[config.mk]
export PLATFORM = sky130hd
export DESIGN_NAME = idecoder_pipe
export DESIGN_NICKNAME = d
export VERILOG_FILES = /design/src/rtl/idecoder_pipe.sv
export SDC_FILE = /design/constraint.sdc
export NUM_CORES = 1
export LEC_CHECK = 0
export CAP_MARGIN = 20
export CORE_ASPECT_RATIO = 0.7
export CORE_MARGIN = 1.5
export CORE_UTILIZATION = 39
export CTS_CLUSTER_DIAMETER = 200
export CTS_CLUSTER_SIZE = 12
export DETAILED_ROUTE_END_ITERATION = 8
export GPL_TIMING_DRIVEN = 0
export MAX_ROUTING_LAYER = met4
export SLEW_MARGIN = 0
export SYNTH_ARGS = -nofsm -noshare
export SYNTH_HDL_FRONTEND = slang
export SYNTH_SLANG_ARGS = --single-unit
[constraint.sdc]
create_clock -name clk -period 3.35 [get_ports clk]
set_input_delay 0.5025 -clock clk [delete_from_list [all_inputs] [get_ports clk]]
set_output_delay 0.5025 -clock clk [all_outputs]
set_load 0.03 [all_outputs]
[src/rtl/idecoder_pipe.sv]
// idecoder_pipe: pipelined RV32I instruction decoder.
// Valid/ready on both sides, 1..4 register stages, single-cycle flush.
module idecoder_pipe #(
  parameter int STAGES         = 2,
  parameter int DATA_WIDTH     = 32,
  parameter int REG_ADDR_WIDTH = 5
) (
  input  logic                      clk,
  input  logic                      rst,
  input  logic                      flush,
  input  logic                      in_valid,
  output logic                      in_ready,
  input  logic [31:0]               in_instr,
  input  logic [DATA_WIDTH-1:0]     in_pc,
  output logic                      out_valid,
  input  logic                      out_ready,
  output logic [DATA_WIDTH-1:0]     out_pc,
  output logic [6:0]                out_opcode,
  output logic [REG_ADDR_WIDTH-1:0] out_rd_addr,
  output logic [REG_ADDR_WIDTH-1:0] out_rs1_addr,
  output logic [REG_ADDR_WIDTH-1:0] out_rs2_addr,
  output logic [2:0]                out_funct3,
  output logic [6:0]                out_funct7,
  output logic [DATA_WIDTH-1:0]     out_imm,
  output logic [2:0]                out_fmt,
  output logic                      out_rd_we,
  output logic                      out_rs1_used,
  output logic                      out_rs2_used,
  output logic                      out_illegal
);

  localparam int DW  = DATA_WIDTH;
  localparam int RAW = REG_ADDR_WIDTH;

  typedef logic [6:0] opcode_t;

  localparam opcode_t OP_R      = 7'h33;
  localparam opcode_t OP_IMM    = 7'h13;
  localparam opcode_t OP_LOAD   = 7'h03;
  localparam opcode_t OP_STORE  = 7'h23;
  localparam opcode_t OP_BRANCH = 7'h63;
  localparam opcode_t OP_JAL    = 7'h6F;
  localparam opcode_t OP_JALR   = 7'h67;
  localparam opcode_t OP_LUI    = 7'h37;
  localparam opcode_t OP_AUIPC  = 7'h17;
  localparam opcode_t OP_FENCE  = 7'h0F;
  localparam opcode_t OP_SYSTEM = 7'h73;

  localparam logic [2:0] FMT_R   = 3'd0;
  localparam logic [2:0] FMT_I   = 3'd1;
  localparam logic [2:0] FMT_S   = 3'd2;
  localparam logic [2:0] FMT_B   = 3'd3;
  localparam logic [2:0] FMT_U   = 3'd4;
  localparam logic [2:0] FMT_J   = 3'd5;
  localparam logic [2:0] FMT_ILL = 3'd7;

  typedef struct packed {
    logic [DW-1:0]  pc;
    opcode_t        opcode;
    logic [RAW-1:0] rd;
    logic [RAW-1:0] rs1;
    logic [RAW-1:0] rs2;
    logic [2:0]     funct3;
    logic [6:0]     funct7;
    logic [DW-1:0]  imm;
    logic [2:0]     fmt;
    logic           rd_we;
    logic           rs1_used;
    logic           rs2_used;
    logic           illegal;
  } dec_t;

  opcode_t        op;
  logic [2:0]     f3;
  logic [6:0]     f7;
  logic [RAW-1:0] rd_f;
  logic [RAW-1:0] rs1_f;
  logic [RAW-1:0] rs2_f;
  logic [DW-1:0]  imm_i;
  logic [DW-1:0]  imm_s;
  logic [DW-1:0]  imm_b;
  logic [DW-1:0]  imm_u;
  logic [DW-1:0]  imm_j;
  logic           ill;
  dec_t           dec;

  dec_t              pipe_q [STAGES];
  dec_t              pipe_d [STAGES];
  logic [STAGES-1:0] vld_q;
  logic [STAGES-1:0] vld_d;
  logic [STAGES:0]   rdy;
  logic              acc;

  // Raw field slices and all immediate forms of the incoming word
  always_comb begin
    op    = in_instr[6:0];
    f3    = in_instr[14:12];
    f7    = in_instr[31:25];
    rd_f  = RAW'(in_instr[11:7]);
    rs1_f = RAW'(in_instr[19:15]);
    rs2_f = RAW'(in_instr[24:20]);
    imm_i = DW'($signed(in_instr[31:20]));
    imm_s = DW'($signed({in_instr[31:25], in_instr[11:7]}));
    imm_b = DW'($signed({in_instr[31], in_instr[7],
                         in_instr[30:25], in_instr[11:8],
                         1'b0}));
    imm_u = DW'($signed({in_instr[31:12], 12'b0}));
    imm_j = DW'($signed({in_instr[31], in_instr[19:12],
                         in_instr[20], in_instr[30:21],
                         1'b0}));
  end

  // Format decode, legality check and per-format field gating
  always_comb begin
    dec        = '0;
    dec.pc     = in_pc;
    dec.opcode = op;
    ill        = (in_instr[1:0] != 2'b11);
    unique case (1'b1)
      (op == OP_R): begin
        ill = ill || !((f7 == 7'h00) ||
              ((f7 == 7'h20) &&
               ((f3 == 3'b000) || (f3 == 3'b101))));
        dec.fmt      = FMT_R;
        dec.rd       = rd_f;
        dec.rs1      = rs1_f;
        dec.rs2      = rs2_f;
        dec.funct3   = f3;
        dec.funct7   = f7;
        dec.rd_we    = (rd_f != '0);
        dec.rs1_used = 1'b1;
        dec.rs2_used = 1'b1;
      end
      (op == OP_IMM),
      (op == OP_LOAD),
      (op == OP_JALR),
      (op == OP_FENCE),
      (op == OP_SYSTEM): begin
        if (op == OP_IMM) begin
          ill = ill ||
                ((f3 == 3'b001) && (f7 != 7'h00)) ||
                ((f3 == 3'b101) && (f7 != 7'h00) &&
                 (f7 != 7'h20));
          dec.funct7 = f7;
        end
        if (op == OP_LOAD) begin
          ill = ill || (f3 == 3'b011) ||
                (f3 == 3'b110) || (f3 == 3'b111);
        end
        if (op == OP_JALR) begin
          ill = ill || (f3 != 3'b000);
        end
        dec.fmt      = FMT_I;
        dec.rd       = rd_f;
        dec.rs1      = rs1_f;
        dec.funct3   = f3;
        dec.imm      = imm_i;
        dec.rd_we    = (rd_f != '0) && (op != OP_FENCE);
        dec.rs1_used = 1'b1;
      end
      (op == OP_STORE): begin
        ill          = ill || (f3 > 3'b010);
        dec.fmt      = FMT_S;
        dec.rs1      = rs1_f;
        dec.rs2      = rs2_f;
        dec.funct3   = f3;
        dec.imm      = imm_s;
        dec.rs1_used = 1'b1;
        dec.rs2_used = 1'b1;
      end
      (op == OP_BRANCH): begin
        ill = ill || (f3 == 3'b010) ||
              (f3 == 3'b011);
        dec.fmt      = FMT_B;
        dec.rs1      = rs1_f;
        dec.rs2      = rs2_f;
        dec.funct3   = f3;
        dec.imm      = imm_b;
        dec.rs1_used = 1'b1;
        dec.rs2_used = 1'b1;
      end
      (op == OP_LUI),
      (op == OP_AUIPC): begin
        dec.fmt   = FMT_U;
        dec.rd    = rd_f;
        dec.imm   = imm_u;
        dec.rd_we = (rd_f != '0);
      end
      (op == OP_JAL): begin
        dec.fmt   = FMT_J;
        dec.rd    = rd_f;
        dec.imm   = imm_j;
        dec.rd_we = (rd_f != '0);
      end
      default: begin
        ill = 1'b1;
      end
    endcase
    // Illegal words keep only PC and raw opcode
    if (ill) begin
      dec         = '0;
      dec.pc      = in_pc;
      dec.opcode  = op;
      dec.fmt     = FMT_ILL;
      dec.illegal = 1'b1;
    end
  end

  // Ready chain from the output back to stage 1, next-state of each stage
  always_comb begin
    rdy         = '0;
    rdy[STAGES] = out_ready;
    for (int k = STAGES - 1; k >= 0; k--) begin
      rdy[k] = !vld_q[k] || rdy[k+1];
    end
    in_ready = rdy[0] && !flush;
    acc      = in_valid && in_ready;
    vld_d    = vld_q;
    pipe_d   = pipe_q;
    if (rdy[0]) begin
      vld_d[0] = acc;
      if (acc) begin
        pipe_d[0] = dec;
      end
    end
    for (int k = 1; k < STAGES; k++) begin
      if (rdy[k]) begin
        vld_d[k] = vld_q[k-1];
        if (vld_q[k-1]) begin
          pipe_d[k] = pipe_q[k-1];
        end
      end
    end
    if (flush) begin
      vld_d = '0;
    end
  end

  // Stage registers; reset clears valids and payload
  always_ff @(posedge clk) begin
    if (rst) begin
      vld_q <= '0;
      for (int k = 0; k < STAGES; k++) begin
        pipe_q[k] <= '0;
      end
    end else begin
      vld_q  <= vld_d;
      pipe_q <= pipe_d;
    end
  end

  assign out_valid    = vld_q[STAGES-1];
  assign out_pc       = pipe_q[STAGES-1].pc;
  assign out_opcode   = pipe_q[STAGES-1].opcode;
  assign out_rd_addr  = pipe_q[STAGES-1].rd;
  assign out_rs1_addr = pipe_q[STAGES-1].rs1;
  assign out_rs2_addr = pipe_q[STAGES-1].rs2;
  assign out_funct3   = pipe_q[STAGES-1].funct3;
  assign out_funct7   = pipe_q[STAGES-1].funct7;
  assign out_imm      = pipe_q[STAGES-1].imm;
  assign out_fmt      = pipe_q[STAGES-1].fmt;
  assign out_rd_we    = pipe_q[STAGES-1].rd_we;
  assign out_rs1_used = pipe_q[STAGES-1].rs1_used;
  assign out_rs2_used = pipe_q[STAGES-1].rs2_used;
  assign out_illegal  = pipe_q[STAGES-1].illegal;

endmodule

==> run summary <==
The run finished with clean final reports. TritonCTS built the clock tree. The final critical delay including setup and external delays works out to 2.88 ns. The proportion of synthesized chip area in sequential cells is 0.496.

The logs give 0.00493 W for the overall power after layout and 0.219 for the global-route usage over all layers. The logs give 1,051 for the count of mapped cells out of synthesis and 3 for the maximum buffer depth of the clock tree. After global routing the overflow that remains totals 0. The relative slew slack came out at 0.345.

The height of the die is 126 µm, and the floorplan die area is 22,400 µm². After clock tree synthesis, the clock-pin slew on the worst setup and hold paths is 0.06 ns. STA classifies the critical path endpoint as a register. Synthesis produced a netlist with a net count of 1,120. The tools report the initial antenna violation count as 0. The mean routed wirelength per cell is 15.8 µm, and the reg-to-reg setup timing slack is 0.81 ns. The run gives 0 as the post-route DRC violation count. The number of pins exceeding their max-slew limit in the final report was 0; the number of search-and-repair iterations in the first detailed-routing pass was 5. Prior to clock tree synthesis, the placed netlist has a worst setup slack of -0.0126 ns. The area share of the largest cell type after synthesis works out to 0.496.

Setup slack closes at 0.475 ns. The number of unique standard cell types used by synthesis is 45. The areal power density over the cells came out at 449 nW/µm². Measured along the x axis, the die boundary spans 178 µm.

The highest cell delay on the worst timing path works out to 0.88 ns. The root buffer cell is sky130_fd_sc_hd__clkbuf_16. STA puts the critical path data required time at 3.79 ns.

Once detailed placement completed, the half-perimeter wirelength came to 18.0 mm. Post-route clock period utilization: 0.858. Dividing the detail-routed via count by the number of cells gives 4.93. The final-report hold violation count was 0. The ratio of cells with drive above 1 in the final layout works out to 0.104. Most frequent cell after synthesis: sky130_fd_sc_hd__nand2_1. The critical path goes through clkdlybuf4s50_1 > clkbuf_1 > inv_1 > a311oi_1 > nor3b_2 > nor4_2 > a22o_1. The logs give 0 for the total of warnings raised by yosys and 7,496 for the overall via count from detail_route. Setup repair after global routing left no endpoint under its margin. Each instance of the synthesized netlist takes up on average 7.99 µm². The largest net degree at the start of global routing was 13. For the count of buffers added by post-CTS timing repair for setup, the log shows 0. The initial standard-cell utilization of the core is 0.402, and the net count reported at finish is 1,314.

Fraction of synthesis flops using an asynchronous set or reset pin: 0. The logs give 37.8 mm for the global-route wire length before repair and 0 for the post-route antenna net violation count. The number of gates resized after CTS was 0. At the pin with the least slew margin, the transition time is 0.974 ns.

Setup violations remaining at the end of the flow were counted as 0. The placement row count is 44. 0 antenna diodes ended up in the layout. The arrival time of data at the critical path endpoint was 3.31 ns.

Synthesis inferred 208 register bits. Sorting the synthesized cells by area gives the leading types as sky130_fd_sc_hd__dfxtp_1 (50%), sky130_fd_sc_hd__nand2_1 (15%), sky130_fd_sc_hd__a21oi_1 (9.8%). The violation count after the first detailed-routing iteration was 471. The tools report the sort of element at the start of the critical path as an input pin.

The biggest area contributor in the post-synthesis netlist is sky130_fd_sc_hd__dfxtp_1. The logs give 348 MHz for the upper clock frequency limit and 0 for the max capacitance violation total. 174 I/O pins were placed. The layout overhead on the synthesized area is 30.9%, and the count of buffer and inverter cells on the critical path is 3. For this design, the sink count on the clock tree is 208. Dominant delay contributor by cell family on the critical path: buffers and inverters. Yosys mapped a number of flops with a built-in enable equal to 0. For the core outline area, the log shows 20,900 µm². For the CTS buffer count, the log shows 21. For the maximum level of the CTS H-tree, the log shows 1. The top flip-flop cell by instance count after synthesis is sky130_fd_sc_hd__dfxtp_1. The tools report the via count of the first global-routing pass as 6,781. For the total wire length, the log shows 24.1 mm. For this design, the CTS-stage hold fixing added 0 buffers.

The later pin in the worst-skew pair is clocked with a latency of 0.50 ns. For the final database, setup skew stands at 0.00927 ns. The mapped netlist covers 8400 µm².

The type of the tightest min-delay check is register to register. The maximum vdd drop is 0.248 mV. The category of the critical setup timing path is input pin to register. In the synthesized netlist, the cells that appear most often are sky130_fd_sc_hd__nand2_1 (327), sky130_fd_sc_hd__dfxtp_1 (208), sky130_fd_sc_hd__a21oi_1 (165). The cell type of the slowest stage on the worst timing path was sky130_fd_sc_hd__nor4_2.

Count of input and output buffers: 171. The maximum fanout along the worst path is 10, and the static leakage power is 3.91 nW. Routability-driven placement finished with a final weighted congestion of 0.917.
[power breakdown]
group	internal [W]	switching, W
combinational	0.000145	0.000239
sequential	0.00251	0.0000177
clock	0.00111	0.000912
[per-layer routing]
layer	vias up	GRT usage	routed length, µm
met1	3425	0.346	12600
met5	-	-	0
met4	0	0.0446	437
met3	37	0.0284	1520
met2	257	0.292	9490
li1	3777	-	-
[state kept, by name, indices dropped and copies added (netlist names), 2 cells and up]
name and count:
out_funct7 7, vld_q 2, out_funct3 3, out_pc 32, out_fmt 3, out_opcode 7, pipe_q 103, out_imm 32
out_rd_addr 5, out_rs1_addr 5, out_rs2_addr 5
[path summary, 6_finish.rpt]
check	from	endpoint	depth (start not counted)
min reg2reg	pipe_q[201]$_SDFFE_PP0P_	out_pc[27]$_SDFFE_PP0P_	2
max reg2reg	vld_q[1]$_SDFFE_PP0P_	pipe_q[124]$_SDFFE_PP0P_	9
min	pipe_q[201]$_SDFFE_PP0P_	out_pc[27]$_SDFFE_PP0P_	2
max	in_instr[4]	pipe_q[149]$_SDFFE_PP0P_	7
[area by class of cell]
| cell class | instances | area, µm² |
|---|---|---|
| fillers | 2043 | 9920 |
| flip-flops and latches | 208 | 4160 |
| multi-input cells | 668 | 3190 |
| repair buffers | 171 | 1710 |
| plain buffers | 168 | 1020 |
| clock buffers | 21 | 526 |
| well taps | 276 | 345 |
| inverters | 7 | 26.3 |
| clock inverters | 2 | 17.5 |
[cell families after synthesis]
| kind of cell | after synthesis | share of synthesized area |
|---|---|---|
| XOR/XNOR | 2 | 0.00209 |
| buffers and inverters | 175 | 0.124 |
| flip-flops | 208 | 0.496 |
| AO/OA/AOI/OAI | 262 | 0.179 |
| AND/OR/NAND/NOR | 404 | 0.199 |
[worst reg2reg max path, delay by kind of cell, from the launching register on]
family	cells	cell delay (ns)
buffers and inverters	3	0.78
AO/OA/AOI/OAI	1	0.14
flip-flops	1	0.34
AND/OR/NAND/NOR	5	1.21
[cells in the final DEF (no fill, tap or decap), types with 3 or more instances in the layout]
master	count
sky130_fd_sc_hd__nand2b_1	10
sky130_fd_sc_hd__a32oi_1	4
sky130_fd_sc_hd__nor2_1	24
sky130_fd_sc_hd__a22o_1	28
sky130_fd_sc_hd__o21ai_0	22
sky130_fd_sc_hd__buf_1	8
sky130_fd_sc_hd__nor4_1	3
sky130_fd_sc_hd__clkbuf_1	57
sky130_fd_sc_hd__and2_1	4
sky130_fd_sc_hd__a31oi_1	3
sky130_fd_sc_hd__clkbuf_16	21
sky130_fd_sc_hd__nor3_1	9
sky130_fd_sc_hd__dfxtp_1	208
sky130_fd_sc_hd__or3_1	3
sky130_fd_sc_hd__a22oi_1	3
sky130_fd_sc_hd__nand2_1	327
sky130_fd_sc_hd__clkdlybuf4s50_1	171
sky130_fd_sc_hd__nand3_1	4
sky130_fd_sc_hd__buf_4	99
sky130_fd_sc_hd__o21ai_1	20
sky130_fd_sc_hd__inv_1	7
sky130_fd_sc_hd__a211oi_1	4
sky130_fd_sc_hd__nand3b_1	5
sky130_fd_sc_hd__a21oi_1	165
[per-stage QoR]
stage / setup TNS [ns] / hold WS, ns / util / cells / area (µm²)
global route: 0 / 0.466 / 0.526 / 1521 / 11000
CTS: 0 / 0.449 / 0.526 / 1521 / 11000
global placement: 0 / 0.437 / 0.500 / 1498 / 10500
floorplan: 0 / 0.425 / - / 1051 / 8400
finish: 0 / 0.447 / 0.526 / 1521 / 11000
detailed placement: -0.0661 / 0.441 / 0.500 / 1498 / 10500
Power figures use the tool's default switching activity.
